<file path="src/rtl/lut_extract_pkg.sv">
// Shared definitions for the LUT table extractor: FSM states, default
// geometry and a counter-width helper.
package lut_extract_pkg;

   localparam int DEF_IN_W   = 8;
   localparam int DEF_OUT_W  = 1;
   localparam int DEF_WORD_W = 32;

   typedef enum logic [1:0] {
      IDLE  = 2'd0,
      SWEEP = 2'd1,
      WAIT  = 2'd2,
      EMIT  = 2'd3
   } state_e;

   // Width needed to count 0..n-1, never less than one bit.
   function automatic int cnt_w(input int n);
      return (n > 1) ? $clog2(n) : 1;
   endfunction

endpackage

</file>
<file path="src/rtl/lut_lat_pipe.sv">
// Delay line that carries the capture-valid flag and slot index alongside
// the neuron latency, so each response lands in the slot that produced it.
module lut_lat_pipe #(
   parameter int LAT    = 0,
   parameter int SLOT_W = 1
) (
   input  logic              clk,
   input  logic              rst_n,
   input  logic              in_valid,
   input  logic [SLOT_W-1:0] in_slot,
   output logic              out_valid,
   output logic [SLOT_W-1:0] out_slot
);

   if (LAT == 0) begin : gen_bypass
      logic unused_clk_rst;
      assign unused_clk_rst = clk ^ rst_n;
      assign out_valid      = in_valid;
      assign out_slot       = in_slot;
   end else begin : gen_pipe
      logic [LAT-1:0]             vld_q, vld_d;
      logic [LAT-1:0][SLOT_W-1:0] slot_q, slot_d;

      always_comb begin
         vld_d     = '0;
         slot_d    = '0;
         vld_d[0]  = in_valid;
         slot_d[0] = in_slot;
         for (int i = 1; i < LAT; i++) begin
            vld_d[i]  = vld_q[i-1];
            slot_d[i] = slot_q[i-1];
         end
      end

      always_ff @(posedge clk) begin
         if (!rst_n) begin
            vld_q  <= '0;
            slot_q <= '0;
         end else begin
            vld_q  <= vld_d;
            slot_q <= slot_d;
         end
      end

      assign out_valid = vld_q[LAT-1];
      assign out_slot  = slot_q[LAT-1];
   end

endmodule

</file>
<file path="src/rtl/lut_table_extractor.sv">
// Sweeps every input code of a neuron, packs its responses into words and
// streams the complete truth table out over a valid/ready interface.
module lut_table_extractor
   import lut_extract_pkg::*;
#(
   parameter int IN_W       = DEF_IN_W,
   parameter int OUT_W      = DEF_OUT_W,
   parameter int WORD_W     = DEF_WORD_W,
   parameter int NEURON_LAT = 0
) (
   input  logic              clk,
   input  logic              rst_n,
   input  logic              start,
   output logic              busy,
   output logic              done,
   output logic [IN_W-1:0]   lut_in,
   input  logic [OUT_W-1:0]  lut_out,
   output logic [WORD_W-1:0] m_data,
   output logic              m_valid,
   input  logic              m_ready,
   output logic              m_last
);

   localparam int E       = WORD_W / OUT_W;
   localparam int N_WORDS = ((1 << IN_W) * OUT_W) / WORD_W;
   localparam int SLOT_W  = cnt_w(E);
   localparam int WCNT_W  = cnt_w(N_WORDS);

   // Stream handshake: a word moves on any cycle with m_valid && m_ready;
   // m_data/m_last are held unchanged while m_valid is high and m_ready low.

   state_e              state_q, state_d;
   logic [IN_W-1:0]     idx_q, idx_d;
   logic [IN_W-1:0]     lut_in_q, lut_in_d;
   logic [IN_W-1:0]     idx_rev;
   logic [SLOT_W-1:0]   slot_q, slot_d;
   logic [WCNT_W-1:0]   word_q, word_d;
   logic [WORD_W-1:0]   data_q, data_d;
   logic                done_q, done_d;
   logic                sweep_act;
   logic                cap_valid;
   logic [SLOT_W-1:0]   cap_slot;
   logic                last_slot;
   logic                last_word;

   assign sweep_act = (state_q == SWEEP);
   assign last_slot = (slot_q == SLOT_W'(E - 1));
   assign last_word = (word_q == WCNT_W'(N_WORDS - 1));

   lut_lat_pipe #(
      .LAT    (NEURON_LAT),
      .SLOT_W (SLOT_W)
   ) u_lat_pipe (
      .clk       (clk),
      .rst_n     (rst_n),
      .in_valid  (sweep_act),
      .in_slot   (slot_q),
      .out_valid (cap_valid),
      .out_slot  (cap_slot)
   );

   always_comb begin
      state_d = state_q;
      idx_d   = idx_q;
      slot_d  = slot_q;
      word_d  = word_q;
      done_d  = 1'b0;
      case (state_q)
         IDLE: begin
            if (start) begin
               state_d = SWEEP;
               idx_d   = '0;
               slot_d  = '0;
               word_d  = '0;
            end
         end
         SWEEP: begin
            idx_d  = idx_q + 1'b1;
            slot_d = slot_q + 1'b1;
            if (last_slot) begin
               slot_d  = '0;
               state_d = (NEURON_LAT == 0) ? EMIT : WAIT;
            end
         end
         WAIT: begin
            if (cap_valid && (cap_slot == SLOT_W'(E - 1))) begin
               state_d = EMIT;
            end
         end
         EMIT: begin
            if (m_ready) begin
               if (last_word) begin
                  state_d = IDLE;
                  done_d  = 1'b1;
               end else begin
                  state_d = SWEEP;
                  word_d  = word_q + 1'b1;
               end
            end
         end
         default: state_d = IDLE;
      endcase
   end

   // lut_in is registered: load the bit-reversed next index whenever the next
   // cycle is a sweep cycle, otherwise hold the last code driven.
   always_comb begin
      idx_rev = '0;
      for (int k = 0; k < IN_W; k++) begin
         idx_rev[IN_W-1-k] = idx_d[k];
      end
      lut_in_d = (state_d == SWEEP) ? idx_rev : lut_in_q;
   end

   always_comb begin
      data_d = data_q;
      for (int j = 0; j < E; j++) begin
         if (cap_valid && (cap_slot == SLOT_W'(j))) begin
            data_d[j*OUT_W +: OUT_W] = lut_out;
         end
      end
   end

   always_ff @(posedge clk) begin
      if (!rst_n) begin
         state_q  <= IDLE;
         idx_q    <= '0;
         slot_q   <= '0;
         word_q   <= '0;
         lut_in_q <= '0;
         data_q   <= '0;
         done_q   <= 1'b0;
      end else begin
         state_q  <= state_d;
         idx_q    <= idx_d;
         slot_q   <= slot_d;
         word_q   <= word_d;
         lut_in_q <= lut_in_d;
         data_q   <= data_d;
         done_q   <= done_d;
      end
   end

   assign busy    = (state_q != IDLE);
   assign done    = done_q;
   assign lut_in  = lut_in_q;
   assign m_valid = (state_q == EMIT);
   assign m_last  = m_valid && last_word;
   assign m_data  = data_q;

endmodule

</file>
<file path="config.mk">
export PLATFORM = sky130hd
export DESIGN_NAME = lut_table_extractor
export DESIGN_NICKNAME = d
export VERILOG_FILES = /design/src/rtl/lut_extract_pkg.sv /design/src/rtl/lut_lat_pipe.sv /design/src/rtl/lut_table_extractor.sv
export SDC_FILE = /design/constraint.sdc
export NUM_CORES = 1
export LEC_CHECK = 0
export ABC_AREA = 0
export CORE_ASPECT_RATIO = 0.5
export CORE_UTILIZATION = 40
export CTS_BUF_LIST = sky130_fd_sc_hd__clkbuf_4 sky130_fd_sc_hd__clkbuf_8 sky130_fd_sc_hd__clkbuf_16
export CTS_CLUSTER_SIZE = 8
export DETAILED_ROUTE_END_ITERATION = 12
export PLACE_DENSITY = 0.73
export REMOVE_ABC_BUFFERS = 1
export SYNTH_ARGS = -nofsm -noshare
export SYNTH_HDL_FRONTEND = slang
export SYNTH_HIERARCHICAL = 1
export SYNTH_SLANG_ARGS = --single-unit
</file>
<file path="constraint.sdc">
create_clock -name clk -period 4.13 [get_ports clk]
set_input_delay 0.826 -clock clk [delete_from_list [all_inputs] [get_ports clk]]
set_output_delay 0.826 -clock clk [all_outputs]
set_load 0.02 [all_outputs]
</file>
==> flow_metrics.py, run 1 <==
metrics = {
    "setup_path": {
        "crit_path_end_kind": "primary output",
        "crit_path_start_kind": "register",
        "critPathBufInv": 1,
        "reg2reg_from": "state_q[0]",
        "rr_worst_depth": 6,
        "critPathMaxFanout": 3,
        "cpMostUsedCell": "ha_1",
        "crit_family": "buffers and inverters",
        "crit_required_ns": 3.30,
        "path_cells": "ha_1 -> ha_1 -> and3_1 -> clkdlybuf4s50_1",
        "arrival_ns": 1.81,
        "crit_type": "register to primary output",
        "rrSetupSlack_ns": 1.62,
        "cpMaxStageDelayCell": "clkdlybuf4s50_1",
        "crit-reg2reg-capture": "m_data[7]",
        "cp_slowest_stage_delay_ns": 0.61,
    },
    "synth": {
        "async_flop_share_pct": 0,
        "yosysSeqAreaShare_pct": 44.63,
        "synth_cells": 320,
        "ys_ff_latch": 59,
        "ys_warn_count": 6,
        "netlist_area_mm2": 0.002646,
        "postSynthAreaPerCell_um2": 8.270,
        "synthFlopType": "dfxtp_1",
        "yosys-top-cells-area": "dfxtp_1 (45%), nand2_1 (6.2%), a21oi_1 (5.5%), nor2_1 (5.2%), mux2i_1 (4.5%)",
        "yosys.area.top_type": "dfxtp_1",
        "yosysTopAreaCellShare_pct": 44.63,
        "synthDistinctLibCells": 39,
        "synth_edf_count": 0,
    },
    "place": {
        "numPortBuffers": 48,
        "globalplace.congestion": 0.8801,
        "dp_slack_ns": 1.551,
        "place_area_mm2": 0.003118,
        "dp_cells": 432,
        "post-dp-hpwl_mm": 3.771,
    },
    "timing": {
        "final-hold-violation-count": 0,
        "period_needed_ns": 2.638,
        "max_freq_ghz": 0.3791,
        "whs_ns": 0.4516,
        "skew_ns": 0.005840,
        "final.period_utilization_pct": 63.87,
        "slew_violations": 0,
        "setup_viol": 0,
        "fin_ws_ns": 1.492,
        "rsz0062_at_grt": "false",
        "setup_tns_ns": 0,
        "tightest_slew_ns": 1.075,
        "relSlewSlack_pct": 28.12,
    },
    "finish": {
        "antenna_cells": 0,
        "drive_above_1_share_pct": 5.866,
        "stdcell_count": 446,
        "finalInstanceArea_mm2": 0.003420,
        "layout.nets": 365,
        "finalCoreUtilization_pct": 54.88,
        "area_growth_pct": 29.22,
    },
    "clock_network": {
        "cts_tree": "done",
        "postCtsSetupBuffers": 0,
        "cts.sinks": 59,
        "postCtsHoldBufs": 0,
        "insertion_delay_ns": 0.32,
        "numCtsBuffers": 9,
        "cts_htree_levels": 3,
        "clock-root-buffer": "clkbuf_16",
        "clockBufferDepth": 2,
        "clk_pin_slew_ns": 0.05,
        "cts_resized": 0,
    },
    "grt": {
        "track_usage_pct": 18.54,
        "gr-usage-met1_pct": 22.56,
        "top_usage_layer": "met2",
        "use_met2_pct": 30.77,
        "antenna_found_initial": 0,
        "met3_usage_pct": 5.624,
        "grt_pass1_vias": 2220,
        "grt-ovfl-total": 0,
        "grt_first_pass_wirelength_mm": 9.853,
        "grt_max_degree": 43,
    },
    "detailed_routing": {
        "drtIter0Drc": 101,
        "ant_nets": 0,
        "vias": 2408,
        "drc": 0,
        "firstDrtPassIters": 5,
        "wl_mm": 5.835,
        "wl_per_cell_um": 13.08,
        "avgViaCountPerCell": 5.399,
    },
    "floorplanning": {
        "die_h_um": 59.52,
        "coreArea_mm2": 0.006231,
        "placement_rows": 20,
        "start_util_pct": 42.47,
        "die-area_mm2": 0.006965,
        "io-pin-count": 49,
        "die_w_um": 117.0,
    },
    "worst_hold_path": {
        "hold_depth": 2,
        "min_path_type": "register to register",
        "worstHoldStart": "m_data[6]",
        "worstHoldEndpoint": "m_data[6]",
    },
    "power_and_ir_drop": {
        "cellPowerDensity_mw_per_mm2": 413.0,
        "irDropWorstVdd_uv": 172.6,
        "total_power_mw": 1.412,
        "cellLeakagePower_nw": 1.184,
    },
    "status": {
        "status": "finished clean",
    },
    "job": {
        "drv_cap": 0,
    },
}
-- synth_stat cells (all sizes together) (3+ instances only) --
cell,number
dfxtp,59
nand2,44
nor2,37
a21oi,29
nand3,22
o21ai,17
clkbuf,13
buf,12
mux2i,12
a31oi,5
ha,5
nand2b,5
a22oi,4
a41oi,4
nand4,4
nand4b,4
nor3,4
o211ai,4
a211oi,3
and3,3
nor2b,3
or3,3
or4,3
-- power breakdown --
group | total (mW) | internal (mW) | switching, mW
clock | 0.743 | 0.507 | 0.236
sequential | 0.590 | 0.579 | 0.0113
combinational | 0.0784 | 0.0290 | 0.0493
-- flip-flops by register name, indices dropped and copies added (netlist names) --
name	count
word_q	3
m_data	32
lut_in	8
done	1
state_q	2
slot_q	5
idx_q	8
-- worst reg2reg max path: stages, from the launching register on --
cell	delay, ns
dfxtp_1	0.56
nand2b_1	0.22
clkinv_1	0.31
nor4bb_1	0.86
nand3_1	0.19
mux2i_1	0.18
nor2_1	0.06
-- worst max-delay path by stage --
stage / end / cells past startpoint / startpoint / slack [ns]
floorplan: lut_in[4] / 3 / rst_n / 2.01
global placement: lut_in[7] / 5 / start / 1.61
detailed placement: lut_in[7] / 5 / start / 1.55
CTS: m_last / 4 / word_q[0] / 1.49
global route: m_data[7] / 6 / state_q[0] / 1.27
finish: m_last / 4 / word_q[0] / 1.49
-- per-layer routing --
layer | up-vias | share of wire, %
met5 | - | 0
met4 | 0 | 1.2
met3 | 6 | 5.2
met2 | 72 | 47
met1 | 1132 | 47
li1 | 1198 | -
-- placed cells by master (no fill, tap or decap), types with 2 or more instances in the layout --
cell and count:
o211ai_1 3, nor3_1 4, clkinv_1 2, a211oi_1 3
nor2_1 37, a41oi_1 4, nand4b_1 4, o21ai_0 17
dfxtp_1 59, nand4_1 4, mux2_2 2, or3b_1 2
clkdlybuf4s50_1 48, ha_1 5, a22oi_1 4, nor2b_1 3
or4_1 3, nand3_1 22, nand2_1 44, clkbuf_16 9
or3_1 3, clkbuf_8 3, a31oi_1 5, nor4bb_1 2
nor3b_1 2, mux2i_1 12, and2_1 2, nand2b_1 5
a21oi_1 29, and3_1 3, inv_1 2
-- cells by family after synthesis --
group                      Yosys count  share of synthesized area, %
and+or+nand+nor                    144                         26.90
AOI/OAI and AO/OA                   69                         15.37
DFF                                 59                         44.63
buffers and inverters               29                         5.343
muxes                               14                         5.390
adders and majority gates            5                         2.364
-- area by class of cell --
type                    count  area (um^2)
well taps                  88        110.1
flip-flops and latches     59         1181
multi-input cells         232         1324
fillers                   550         2811
clock buffers              12        266.5
clock inverters             2        35.03
repair buffers             49        488.0
inverters                   4        15.01
Power figures use the tool's default switching activity.
==> inputs of run 2 (changes only) <==
Settings changed: PLACE_DENSITY 0.73 to 0.75.
Clock period 4.13 ns to 2.18 ns, I/O delays scaled along.
==> run 2 against run 1 <==
Net effect: clock power is 92% higher; die area stayed put; utilization is 2.2 points higher; register-to-register slack worse by 1.4 ns; critical path type unchanged.
==> flow_metrics.py, run 2 (synthesis results as in run 1) <==
metrics = {
    "status": {
        "status": "finished clean",
    },
    "place": {
        "dp_slack_ns": 0.1363,
        "globalplace.congestion": 0.8177,
        "numPortBuffers": 48,
        "post-dp-hpwl_mm": 4.277,
        "dp_cells": 446,
    },
    "detailed_routing": {
        "firstDrtPassIters": 9,
        "drc": 0,
        "vias": 2492,
        "drtIter0Drc": 164,
        "ant_nets": 0,
        "wl_per_cell_um": 14.16,
        "wl_mm": 6.558,
        "avgViaCountPerCell": 5.382,
    },
    "setup_path": {
        "crit_path_start_kind": "register",
        "rrSetupSlack_ns": 0.24,
        "arrival_ns": 1.63,
        "cp_slowest_stage_delay_ns": 0.60,
        "rr_worst_depth": 6,
        "crit-reg2reg-capture": "slot_q[2]",
        "cp-startpoint": "state_q[0]",
        "crit_type": "register to primary output",
        "cpMaxStageDelayCell": "clkdlybuf4s50_1",
        "critPathBufInv": 2,
        "crit_required_ns": 1.74,
        "crit_family": "buffers and inverters",
        "reg2reg_from": "slot_q[0]",
        "crit_path_end_kind": "primary output",
        "path_cells": "buf_4 -> and2_1 -> clkdlybuf4s50_1",
        "critPathMaxFanout": 13,
        "critical_path_depth": 3,
    },
    "clock_network": {
        "clk_pin_slew_ns": 0.05,
        "cts_htree_levels": 3,
        "clockBufferDepth": 2,
        "clock-root-buffer": "clkbuf_16",
        "cts.sinks": 59,
        "numCtsBuffers": 9,
        "insertion_delay_ns": 0.33,
        "cts_tree": "done",
        "postCtsSetupBuffers": 0,
    },
    "finish": {
        "stdcell_count": 463,
        "area_growth_pct": 34.42,
        "drive_above_1_share_pct": 10.40,
        "layout_commonest_cell": "dfxtp_1",
        "layout.nets": 380,
        "final_cell_mix": "dfxtp_1 (59), clkdlybuf4s50_1 (46), nand2_1 (44)",
        "largest_reg_flops": 32,
        "antenna_cells": 0,
    },
    "timing": {
        "setup_viol": 0,
        "fin_ws_ns": 0.1156,
        "rsz0062_at_grt": "false",
        "tightest_slew_ns": 0.8033,
        "slew_violations": 0,
        "skew_ns": 0.006956,
        "max_freq_ghz": 0.4844,
        "period_needed_ns": 2.064,
        "whs_ns": 0.4532,
        "setup_tns_ns": 0,
        "final-hold-violation-count": 0,
        "final.period_utilization_pct": 94.70,
        "relSlewSlack_pct": 45.72,
    },
    "job": {
        "drv_cap": 0,
    },
    "power_and_ir_drop": {
        "cellPowerDensity_mw_per_mm2": 765.7,
        "cellLeakagePower_nw": 1.275,
        "irDropWorstVdd_uv": 334.0,
    },
    "grt": {
        "track_usage_pct": 19.54,
        "grt-ovfl-total": 0,
        "antenna_found_initial": 0,
        "grt_first_pass_wirelength_mm": 10.27,
        "grt_pass1_vias": 2299,
        "grt_max_degree": 33,
    },
    "worst_hold_path": {
        "worstHoldStart": "m_data[2]",
        "hold_depth": 2,
        "worstHoldEndpoint": "m_data[2]",
        "min_path_type": "register to register",
    },
    "floorplanning": {
        "coreArea_mm2": 0.006231,
        "die_h_um": 59.52,
        "placement_rows": 20,
        "die_w_um": 117.0,
        "die-area_mm2": 0.006965,
        "io-pin-count": 49,
        "start_util_pct": 42.47,
    },
}
run 2: cell count changes in the layout (fill, tap and decap cells not counted):
cell and change:
buf_4 +14, clkbuf_4 +1, clkbuf_8 -2, clkdlybuf4s50_1 -2, clkinv_2 -1, clkinv_4 +2
clkinvlp_4 +2, dlygate4sd2_1 +1, dlymetal6s2s_1 +1, o211ai_4 +1, or3b_1 -1, or3b_4 +1
run 2: worst max path at each step:
| stage | endpoint | slack (ns) |
|---|---|---|
| after global routing | m_valid | 0.05 |
| after floorplan | slot_q[2] | 0.12 |
| after global placement | lut_in[4] | 0.24 |
| after CTS | busy | 0.02 |
| after detailed placement | lut_in[2] | 0.14 |
| final | m_valid | 0.12 |
run 2: worst reg2reg max path: stages (launching register included):
cell and delay [ns]:
dfxtp_1 0.31, ha_1 0.21, and3_1 0.18, ha_1 0.20
or3b_4 0.45, or3b_1 0.39, a21oi_1 0.13
run 2: cell type report:
cell class	count	area [um^2]
multi-input combinational	233	1348
sequential	59	1181
tap	88	110.1
clock inverter	5	62.56
inverter	4	15.01
fill	529	2674
timing repair buffer	63	594.3
clock buffer	11	246.5
run 2: power by group:
| part | switching [mW] | leakage (nW) | internal [mW] |
|---|---|---|---|
| logic | 0.115 | 0.652 | 0.0710 |
| registers | 0.0103 | 0.477 | 1.10 |
| clock network | 0.501 | 0.145 | 0.931 |
| total | 0.626 | 1.27 | 2.10 |
run 2: layer usage:
layer  track usage (%)  share of wire, %
met1             24.13                45
met2             32.12                48
met3             5.726               5.9
met4             8.680               1.1
met5                 0                 0
run 2: repair_timing:
item,4_1_cts,5_1_grt
gates resized for setup,1,3
pin swaps,0,1
gates cloned,0,1
hold buffers,0,0
setup endpoints to repair,1,7
run 2: stage by stage:
| step | instance area (um^2) | util, % | total power, mW |
|---|---|---|---|
| after global placement | 3223 | 51.73 | 1.297 |
| after global routing | 3557 | 57.09 | 2.815 |
| after floorplan | 2520 | - | 1.218 |
| after detailed placement | 3223 | 51.73 | 1.303 |
| after CTS | 3531 | 56.67 | 2.724 |
| final | 3557 | 57.09 | 2.724 |
==> inputs of run 3 (changes only) <==
Settings changed: CAP_MARGIN from default to 5.
==> results of run 3 <==
The final DEF is identical to that of run 2; final timing and power are the same.
